<file path="src/rtl/spk_out_arb.sv">
// Spike-out arbiter: merges soma spike fires (queued) and config flits (1-entry hold)
// onto the single flit FIFO push port with bounded config starvation.
module spk_out_arb #(
    parameter int FW        = 59,
    parameter int FTW       = 3,
    parameter int SW        = 24,
    parameter int SQB       = 3,
    parameter int SPK_BURST = 4,
    parameter int CW        = 8
) (
    input  logic              clk,
    input  logic              rst_n,
    input  logic              soma_spk_out_fire,
    input  logic [SW-1:0]     soma_spk_out_neuid,
    input  logic              config_spk_out_we,
    input  logic [FW-1:0]     config_spk_out_wdata,
    output logic              spk_out_config_full,
    output logic              spk_out_push,
    output logic [FW-1:0]     spk_out_push_data,
    input  logic              spk_out_fifo_full,
    output logic [CW-1:0]     spk_drop_cnt,
    output logic [SQB:0]      spk_q_level
);

    localparam int DEPTH = 1 << SQB;
    localparam int BW    = $clog2(SPK_BURST + 2);
    localparam logic [BW-1:0]  BURST_MAX = BW'(SPK_BURST);
    localparam logic [SQB:0]   Q_DEPTH   = (SQB + 1)'(DEPTH);

    logic [SW-1:0]  q_mem [DEPTH];
    logic [SQB-1:0] wr_ptr;
    logic [SQB-1:0] rd_ptr;
    logic [SQB:0]   level;
    logic           cfg_valid;
    logic [FW-1:0]  cfg_flit;
    logic [BW-1:0]  bcnt;
    logic [CW-1:0]  drop_cnt;

    logic soma_pend;
    logic q_full;
    logic push;
    logic grant_soma;
    logic grant_cfg;
    logic accept;
    logic drop;

    assign soma_pend  = (level != '0);
    assign q_full     = (level == Q_DEPTH);
    assign push       = !spk_out_fifo_full && (cfg_valid || soma_pend);
    // Soma wins unless a waiting config flit has already sat through a full burst.
    assign grant_soma = push && soma_pend && (!cfg_valid || (bcnt < BURST_MAX));
    assign grant_cfg  = push && cfg_valid && !grant_soma;
    // A fire into a full queue still fits if the head leaves on the same edge.
    assign accept     = soma_spk_out_fire && (!q_full || grant_soma);
    assign drop       = soma_spk_out_fire && q_full && !grant_soma;

    always_ff @(posedge clk) begin
        if (accept) begin
            q_mem[wr_ptr] <= soma_spk_out_neuid;
        end
    end

    always_ff @(posedge clk or negedge rst_n) begin
        if (!rst_n) begin
            wr_ptr    <= '0;
            rd_ptr    <= '0;
            level     <= '0;
            cfg_valid <= 1'b0;
            cfg_flit  <= '0;
            bcnt      <= '0;
            drop_cnt  <= '0;
        end else begin
            if (accept) begin
                wr_ptr <= wr_ptr + 1'b1;
            end
            if (grant_soma) begin
                rd_ptr <= rd_ptr + 1'b1;
            end
            case ({accept, grant_soma})
                2'b10:   level <= level + 1'b1;
                2'b01:   level <= level - 1'b1;
                default: level <= level;
            endcase

            if (grant_cfg) begin
                cfg_valid <= 1'b0;
            end else if (config_spk_out_we && !cfg_valid) begin
                cfg_valid <= 1'b1;
                cfg_flit  <= config_spk_out_wdata;
            end

            if (grant_cfg) begin
                bcnt <= '0;
            end else if (grant_soma && cfg_valid) begin
                bcnt <= bcnt + 1'b1;
            end

            if (drop && (drop_cnt != '1)) begin
                drop_cnt <= drop_cnt + 1'b1;
            end
        end
    end

    always_comb begin
        spk_out_push_data = '0;
        if (grant_soma) begin
            spk_out_push_data = {{FTW{1'b0}}, {(FW - SW - FTW){1'b0}}, q_mem[rd_ptr]};
        end else if (grant_cfg) begin
            spk_out_push_data = cfg_flit;
        end
    end

    assign spk_out_push        = push;
    assign spk_out_config_full = cfg_valid;
    assign spk_drop_cnt        = drop_cnt;
    assign spk_q_level         = level;

endmodule

</file>
<file path="config.mk">
export PLATFORM = sky130hd
export DESIGN_NAME = spk_out_arb
export DESIGN_NICKNAME = d
export VERILOG_FILES = /design/src/rtl/spk_out_arb.sv
export SDC_FILE = /design/constraint.sdc
export NUM_CORES = 1
export LEC_CHECK = 0
export ABC_AREA = 1
export BUFFER_PORTS_ARGS = -buffer_cell sky130_fd_sc_hd__clkbuf_2
export CAP_MARGIN = 25
export CORE_MARGIN = 4
export CORE_UTILIZATION = 50
export DETAILED_ROUTE_END_ITERATION = 16
export PLACE_DENSITY_LB_ADDON = 0.2
export REMOVE_ABC_BUFFERS = 1
export SYNTH_ARGS = -nofsm -noshare
export SYNTH_HDL_FRONTEND = slang
export SYNTH_SLANG_ARGS = --single-unit
</file>
<file path="constraint.sdc">
create_clock -name clk -period 3.37 [get_ports clk]
set_input_delay 0.337 -clock clk [delete_from_list [all_inputs] [get_ports clk]]
set_output_delay 0.337 -clock clk [all_outputs]
set_load 0.1 [all_outputs]
</file>
* Word-level counts from Yosys, hierarchy flattened
Memory sizes are Yosys's and may differ from the RTL's.
Cells that the tools add are included.
** Word-level totals
- Memory bits (writable) :: 192
- Bits in registers :: 81
- Bits of input ports :: 88
- Output and inout bits :: 73
- Word-level logic and storage cells :: 52
- Memories :: 1
** Memories
- q_mem :: words 8, bits a word 24, read ports 1, clocked after memory_dff 0, wr ports 1, line 30 : logic [SW-1:0] q_mem [DEPTH];
** Cells by class
- Mux-type cells :: 9
- Add/sub/neg operators :: 6
- Bitwise gates (word level) :: 1
- Equal/unequal tests :: 4
- $lt $le $gt $ge :: 1
- Reductions and logical operators :: 23
** Operators by type and width (count)
- $mux W59 :: 2
- $logic_and A1 B1 Y1 :: 11
- $add A3 B1 Y3 const B :: 3
- $add A8 B1 Y8 const B :: 1
- $ne A8 B8 Y1 const B :: 1
- $pmux W4 S2 :: 1
- $mux W3 :: 2
- $reduce_bool A2 Y1 :: 3
- $add A4 B1 Y4 const B :: 1
- $eq A4 B4 Y1 const B :: 1
- $logic_not A1 Y1 :: 4
- $mux W1 :: 4
- $reduce_bool A4 Y1 :: 1
- $sub A4 B1 Y4 const B :: 1
- $logic_or A1 B1 Y1 :: 3
- $lt A3 B3 Y1 const B :: 1
- $eq A2 B1 Y1 const B :: 1
- $eq A2 B2 Y1 const B :: 1
- $reduce_and A2 Y1 :: 1
- $not A1 Y1 :: 1

* Logic depth before layout (Yosys ltp)
Gate-level depths: netlist of the first run.
- Word-level depth :: 9
- Depth in mapped cells :: 13
- Mapped depth without buffers :: 13

* Worst setup path before layout of the first run
No wires, ideal clock.
- Path kind :: reg-to-output
- Start :: register cfg_valid (netlist: spk_out_config_full)
- End :: output port spk_out_push_data[28]
- Setup slack :: 0.077 ns
- Path buffers :: 1
- Required time :: 3.033 ns
- Arrival time :: 2.956 ns
- Cell stages (with the launch flop) :: 6
- Cell sequence :: dfrtp_1 > inv_1 > nor2_1 > nand2_4 > buf_2 > nor2_1
** On the way
- Longest elaborated chain between the ends :: 8
- Elaborated cells on any way between the ends :: 11
- Those cells by class :: mux (2); reduce/logical (9)
** RTL lines
- start: declaration :: line 34 : logic cfg_valid;
- start signal: assignment :: line 68 : cfg_valid <= 1'b0;
- start signal: assignment :: line 86 : cfg_valid <= 1'b0;
- start signal: assignment :: line 88 : cfg_valid <= 1'b1;
- $logic_or A1 B1 Y1 :: line 49 : assign push = !spk_out_fifo_full && (cfg_valid || soma_pend);
- $logic_and A1 B1 Y1 :: line 49
- $logic_and A1 B1 Y1 (2 in a row) :: line 51 : assign grant_soma = push && soma_pend && (!cfg_valid || (bcnt < BURST_MAX));
- $logic_not A1 Y1 :: line 52 : assign grant_cfg = push && cfg_valid && !grant_soma;
- $logic_and A1 B1 Y1 :: line 52
- $mux W59 :: line 108 : end else if (grant_cfg) begin
- $mux W59 * :: line 106 : if (grant_soma) begin
- end: declaration :: line 19 : output logic [FW-1:0] spk_out_push_data,
Mark *: on every way between the ends. The rest lies on a longest branch, timed or not.

* Worst setup path in the final report of the first run
- Start :: register level[0] (netlist: spk_q_level[0])
- End :: output port spk_out_push_data[8]
** On the way
- Longest elaborated chain between the ends :: 9
- Elaborated cells on any way between the ends :: 10
- Those cells by class :: mux (2); reduce/logical (8)
** RTL lines
- start: declaration :: line 33 : logic [SQB:0] level;
- start signal: assignment :: line 80 : 2'b10: level <= level + 1'b1;
- start signal: assignment :: line 81 : 2'b01: level <= level - 1'b1;
- start signal: assignment :: line 82 : default: level <= level;
- $reduce_bool A4 Y1 * :: line 47 : assign soma_pend = (level != '0);
- $logic_or A1 B1 Y1 :: line 49
- $logic_and A1 B1 Y1 :: line 49
- $logic_and A1 B1 Y1 (2 in a row) :: line 51
- $logic_not A1 Y1 :: line 52
- $logic_and A1 B1 Y1 :: line 52
- $mux W59 :: line 108
- $mux W59 * :: line 106
Marked as above.

==> run metrics, run 1 <==
outcome=complete, no violations; leading cell type in the layout, fill and taps excluded=nand2_1; routed length per instance=16.09 um; arrival time at the worst endpoint=2.56 ns; post-synth top area cell=edfxtp_1; Compound-Gate Fraction of Synth Area=0.01696; leakage component of the power=6.872 nW; Clk pwr share=0.211; number of rows created at floorplan=56; post-route design area=14550 um^2; area taken by multi-input logic gates=3262 um^2; GRT overflow=0; Layout Area Growth over Synthesis=20.30%; # DRC=0; multiplexer area fraction after synthesis=0.02328; post-detailed-placement half-perimeter wirelength=16770 um; number of H-tree branching levels=1; combinational group share of total power=0.472; count of nets left with antenna violations after detail routing=0; clock root cell=clkbuf_16; cell types with the largest area share after synthesis=edfxtp_1 (48%), dfrtp_1 (17%), nand2_1 (11%); total number of vias=8558; routability cong.=0.8008; internal cell power=8.053 mW; core footprint=23610 um^2; Worst Slack Setup Final=0.4748 ns; TritonCTS sink count=273; ratio of routed vias to standard cells=4.955; share of the cycle needed by the critical path after routing=0.8591; global-route wire length before repair=44550 um; average cell area after synthesis=9.866 um^2; clock buffer count from CTS=28; count of fill cells added during filler insertion=1949; largest net degree at the start of global routing=96; setup skew after layout=0.01354 ns; Relative slew margins=0.3781; worst-path fanout max=36; Synth warnings=0; Hold WC Path Type=in2reg; Cell Chain, Critical Path=nor2_1, nand2_2, nand3_4, nand2_4, inv_4, nand2_1, nand2_1, buf_12; number of cells in the finished layout apart from fillers=1727; die height=163.5 um; Die ar.=26740 um^2; Synth cell types=29; ratio of total power to cell area=1008 nW/um^2; biggest cell delay along the critical path=0.42 ns; TritonCTS clock tree=built; Post-Place Cell Area=13550 um^2; Clock Path Buffers=3; Total Routed Length=27790 um; asr flop ratio synth=0.2967; Seq/Total Area, Yosys=0.6443; final worst path period need=2.895 ns; FF+latch area=7794 um^2; sequential share of power=0.317; number of synthesized flops with an enable pin=192; cell seen most often among critical-path stages=nand2_1; initial cell density of the core=0.5122; endpoint kind of the worst setup timing path=output pin; combinational family with the most area after synthesis=simple AND/OR/NAND/NOR gates; count of antenna diodes in the layout=0; DR pass1 iterations=5; peak clock frequency supported by timing=0.3454 GHz; post-synthesis instance area=12100 um^2; transition time at the pin with the least slew margin=0.9318 ns; I/O pin count=161; WP data required=3.03 ns; Post-Synth XOR/XNOR Area=0.007241; number of DRC markers after the initial detailed-route iteration=589; area share of the leading cell type in the synthesized netlist=0.4767; Setup-failing EPs final=0; worst-case vdd ir drop=0.0008376 V; Critical Path Start Type=flip-flop; Gate Count Post-Synth=1226; register bit total from synthesis=273; Placed Cells incl. Taps=1670; horizontal extent of the die=163.5 um; vias in the first global route=8559; Final #Nets=1481; Design Power=14.66 mW; overall global routing resource usage=0.2097; Max-cap violations=0; fraction of final layout cells sized beyond drive strength 1=0.1946; most used flip-flop cell after synthesis=edfxtp_1; pre-CTS setup slack=1.033 ns; unrepaired setup endpoints after global routing=no; highest-count cells in the layout ignoring fill and taps=nand2_1 (349), inv_1 (197), edfxtp_1 (192), nand3_1 (156), clkbuf_2 (135); adder-cell share of the synthesized area=0.007241; final count of hold timing violations=0; proportion of total power due to net switching=0.4508; slowest CP cell=dfrtp_1; clk slew on worst S/H paths=0.06 ns; Post-CTS Resized=0; switching power total=6.609 mW; synthesized-area fraction occupied by and/or/nand/nor cells=0.2127; antenna violations before repair=1; type of the worst setup path=reg2out; Port Buffer Count=160; Worst-Skew Late Latency=0.54 ns; max-slew violations=0
[path summary, 6_finish.rpt]
kind | cells after the start | startpoint | slack [ns] | end
worst max register to register | 10 | spk_q_level[0] | 1.04 | spk_q_level[2]
max in group asynchronous | 3 | rst_n | 2.11 | cfg_flit[33]
worst max-delay path | 8 | spk_q_level[0] | 0.47 | spk_out_push_data[8]
worst min register to register | 1 | cfg_flit[16] | 0.49 | cfg_flit[16]
min in group asynchronous | 2 | rst_n | 0.47 | cfg_flit[35]
worst min-delay path | 2 | config_spk_out_wdata[15] | 0.01 | cfg_flit[15]
[sequential cells by signal, indices dropped and copies added, names as in the netlist]
signal,cells
rd_ptr,3
spk_drop_cnt,8
spk_q_level,4
bcnt,3
spk_out_config_full,1
q_mem,192
cfg_flit,59
wr_ptr,3
[power groups by stage]
stage               Combinational [mW]  Sequential, mW  Clock (mW)
finish                            6.93            4.65        3.09
global route                      7.44            4.72        3.30
CTS                               6.97            4.65        3.15
detailed placement                6.93            4.71           0
global placement                  6.87            4.68           0
floorplan                         4.40            5.13           0
[kinds of logic after synthesis]
logic type                 Yosys count
AOI/OAI and AO/OA                   41
adders and majority gates            7
DFF                                273
and+or+nand+nor                    613
muxes                               25
buffers and inverters              257
xor gates and xnor gates            10
[metrics by stage]
| stage | hold WS [ns] | util | TNS (ns) |
|---|---|---|---|
| after global routing | 0.007072 | 0.6162 | 0 |
| after global placement | 0.4716 | 0.5737 | 0 |
| after floorplan | 0.04141 | - | -20.49 |
| final | 0.01097 | 0.6162 | 0 |
| after CTS | 0.00002376 | 0.6150 | 0 |
| after detailed placement | 0.4827 | 0.5737 | 0 |
[per-layer routing]
metal,track usage,part of all wire
met2,0.3645,0.50
met3,0.03129,0.050
met1,0.2777,0.42
met4,0.05528,0.021
met5,0,0.00029
[worst max-delay path, delay by kind of cell (launching register included)]
kind	cells	cell delay (ns)
simple gates	6	0.96
buf+inv	2	0.58
flops	1	0.42
[synth_stat cells (7+ instances only)]
library cell  count
ha_1              7
mux2_2           22
inv_1           197
clkbuf_1         16
buf_2            27
nor2_1           91
a21oi_1          37
dfrtp_1          81
xor2_1            9
nand2_1         350
nand3_1         156
buf_4             8
edfxtp_1        192
[cell type report]
cell class	instances	share of cell area
clock buffers	38	0.05486
clock inverters	14	0.009545
inverters	201	0.05203
multi-input cells	696	0.2242
flip-flops and latches	273	0.5356
well taps	319	0.02743
repair buffers	186	0.09631
[what timing repair did]
action,CTS,global route
hold buffers,4,0
hold endpoints to repair,66,0
buffers inserted,0,0
Note: power is estimated with default switching activity, not from simulation.
==> run 2, diff against run 1 <==
BUFFER_PORTS_ARGS = default   (was -buffer_cell sky130_fd_sc_hd__clkbuf_2)
DONT_BUFFER_PORTS = 1   (was default)
==> run 2 against run 1 <==
Against the previous run:
- non-clock buffer count down 7
- combinational power up 3.6%
- first-iteration DRC count up 12%
- worst hold slack better by 0.052 ns
- largest power group unchanged
- via count shrank 0.85%
- count of clock-buffer cells in the layout up 1
- sequential power decreased by 1%
- clock power hardly changed
- sequential share of layout area fell by 2.2 points
==> run metrics, run 2 (synthesis results as in run 1) <==
Total Negative Setup Slacks=0 ns (unchanged); routed length per instance=15.96 um (-0.79%); number of DRC markers after the initial detailed-route iteration=661 (+12%); slowest CP cell=buf_4; Cell Chain, Critical Path=nor2_1, nand2_2, nand3_4, nand2_4, buf_4, inv_4, nand2_1, nand2_1, buf_12; Setup-failing EPs final=0 (unchanged); biggest cell delay along the critical path=0.49 ns (+0.07 ns); outcome=complete, no violations; WP data required=3.03 ns (about the same); register with the most flip-flops=q_mem; worst-case vdd ir drop=0.0007318 V (-13%); post-detailed-placement half-perimeter wirelength=15390 um (-8.2%); largest net degree at the start of global routing=98 (+2.1%); fraction of final layout cells sized beyond drive strength 1=0.1563 (-0.03829); hold slack=0.06299 ns (+0.05201 ns); cell seen most often among critical-path stages=nand2_1; clock root cell=clkbuf_16; type of the worst setup path=reg2out; number of H-tree branching levels=1 (unchanged); proportion of total power due to net switching=0.4430 (-0.007722); final count of hold timing violations=0 (unchanged); count of nets left with antenna violations after detail routing=0 (unchanged); ratio of routed vias to standard cells=4.925 (-0.62%); highest-count cells in the layout ignoring fill and taps=nand2_1 (349), inv_1 (197), edfxtp_1 (192), nand3_1 (156), dlygate4sd3_1 (85); arrival time at the worst endpoint=2.62 ns (+0.06 ns); I/O pin count=161 (unchanged); leakage component of the power=6.893 nW (+0.30%); share of the cycle needed by the critical path after routing=0.8772 (+0.01811); Clock Path Buffers=3 (unchanged); Port Buffer Count=0 (-100%); combinational group share of total power=0.482 (+0.010); Die ar.=26740 um^2 (unchanged); Hold WC Path Type=in2reg; horizontal extent of the die=163.5 um (unchanged); vias in the first global route=8436 (-1.4%); transition time at the pin with the least slew margin=0.8927 ns (-0.03910 ns); max-slew violations=0 (unchanged); Placed Cells incl. Taps=1581 (-5.3%); Post-CTS Hold Fix Bufs=86 (+82); initial cell density of the core=0.5122 (unchanged); worst-path fanout max=36 (unchanged); pre-CTS setup slack=0.9276 ns (-0.1052 ns); clk slew on worst S/H paths=0.06 ns (about the same); leading cell type in the layout, fill and taps excluded=nand2_1; Max-cap violations=0 (unchanged); ratio of total power to cell area=981.9 nW/um^2 (-2.6%); switching power total=6.599 mW (-0.15%); number of buffers inserted to repair setup after CTS=0 (unchanged); Worst Slack Setup Final=0.4138 ns (-0.06102 ns); GRT overflow=0 (unchanged); Relative slew margins=0.4048 (+0.02675); peak clock frequency supported by timing=0.3383 GHz (-2.1%); total number of vias=8485 (-0.85%); Final #Nets=1474 (-0.47%); endpoint kind of the worst setup timing path=output pin; sequential share of power=0.309 (-0.008); Critical Path Start Type=flip-flop; global-route wire length before repair=43410 um (-2.6%); count of fill cells added during filler insertion=1813 (-7.0%); core footprint=23610 um^2 (unchanged); Layout Area Growth over Synthesis=25.43%; Total Routed Length=27510 um (-1.0%); number of flip-flops in the largest register=192 (unchanged); die height=163.5 um (unchanged); area taken by multi-input logic gates=3349 um^2 (+2.7%); overall global routing resource usage=0.2054 (-0.004307); setup skew after layout=0.008737 ns (-0.004806 ns); Post-CTS Resized=0 (unchanged); Clk pwr share=0.209 (-0.002); unrepaired setup endpoints after global routing=no; number of cells in the finished layout apart from fillers=1723 (-0.23%); clock buffer count from CTS=28 (unchanged); DR pass1 iterations=7 (+2); FF+latch area=7794 um^2 (unchanged); Design Power=14.90 mW (+1.6%); # DRC=0 (unchanged); antenna violations before repair=2 (+1); routability cong.=0.7487 (-6.5%); number of rows created at floorplan=56 (unchanged); final worst path period need=2.956 ns (+0.06102 ns); internal cell power=8.296 mW (+3.0%); TritonCTS sink count=273 (unchanged); TritonCTS clock tree=built; Worst-Skew Late Latency=0.53 ns (about the same)
[run 2: final cells by class]
cell class | count | area share
Clock inverter | 13 | 0.009155
Inverter | 201 | 0.04990
Antenna cell | 3 | 0.0004948
Multi-Input combinational cell | 696 | 0.2208
Sequential cell | 273 | 0.5137
Timing Repair Buffer | 179 | 0.1267
Tap cell | 319 | 0.02631
Clock buffer | 39 | 0.05295
[run 2: final timing paths]
path,startpoint,to,slack [ns],cells past startpoint
setup / recovery,spk_q_level[2],spk_out_push_data[18],0.41,9
hold / removal,soma_spk_out_fire,spk_drop_cnt[0],0.06,4
setup reg to reg,spk_q_level[2],q_mem[6][12],1.01,7
hold reg to reg,bcnt[1],bcnt[1],0.49,2
max in group asynchronous,rst_n,rd_ptr[0],2.60,2
min in group asynchronous,rst_n,cfg_flit[36],0.39,2
[run 2: per-layer routing]
| metal | GRT usage | vias up | share of wire |
|---|---|---|---|
| met5 | 0 | - | 0 |
| met4 | 0.07205 | 0 | 0.029 |
| met3 | 0.03028 | 67 | 0.055 |
| met2 | 0.3477 | 228 | 0.50 |
| met1 | 0.2727 | 3982 | 0.42 |
| li1 | - | 4208 | - |
[run 2: worst max-delay path, delay by kind of cell, from the launching register on]
| family | cells | cell delay [ns] |
|---|---|---|
| flip-flops | 1 | 0.43 |
| buffers and inverters | 3 | 0.96 |
| AND/OR/NAND/NOR | 6 | 0.67 |
[run 2: per-stage QoR]
step	utilization	instance area (um^2)
6_report	0.6425	15170
4_1_cts	0.6410	15140
3_3_place_gp	0.5639	13320
3_5_place_dp	0.5639	13320
5_1_grt	0.6424	15170
2_1_floorplan	-	11780
[run 2: power groups by stage]
stage	Combinational [mW]	Sequential, mW	Clock [mW]
after detailed placement	7.04	4.67	0
after global routing	7.70	4.68	3.33
after global placement	6.95	4.64	0
final	7.18	4.60	3.11
after CTS	7.19	4.60	3.17
after floorplan	4.40	5.13	0
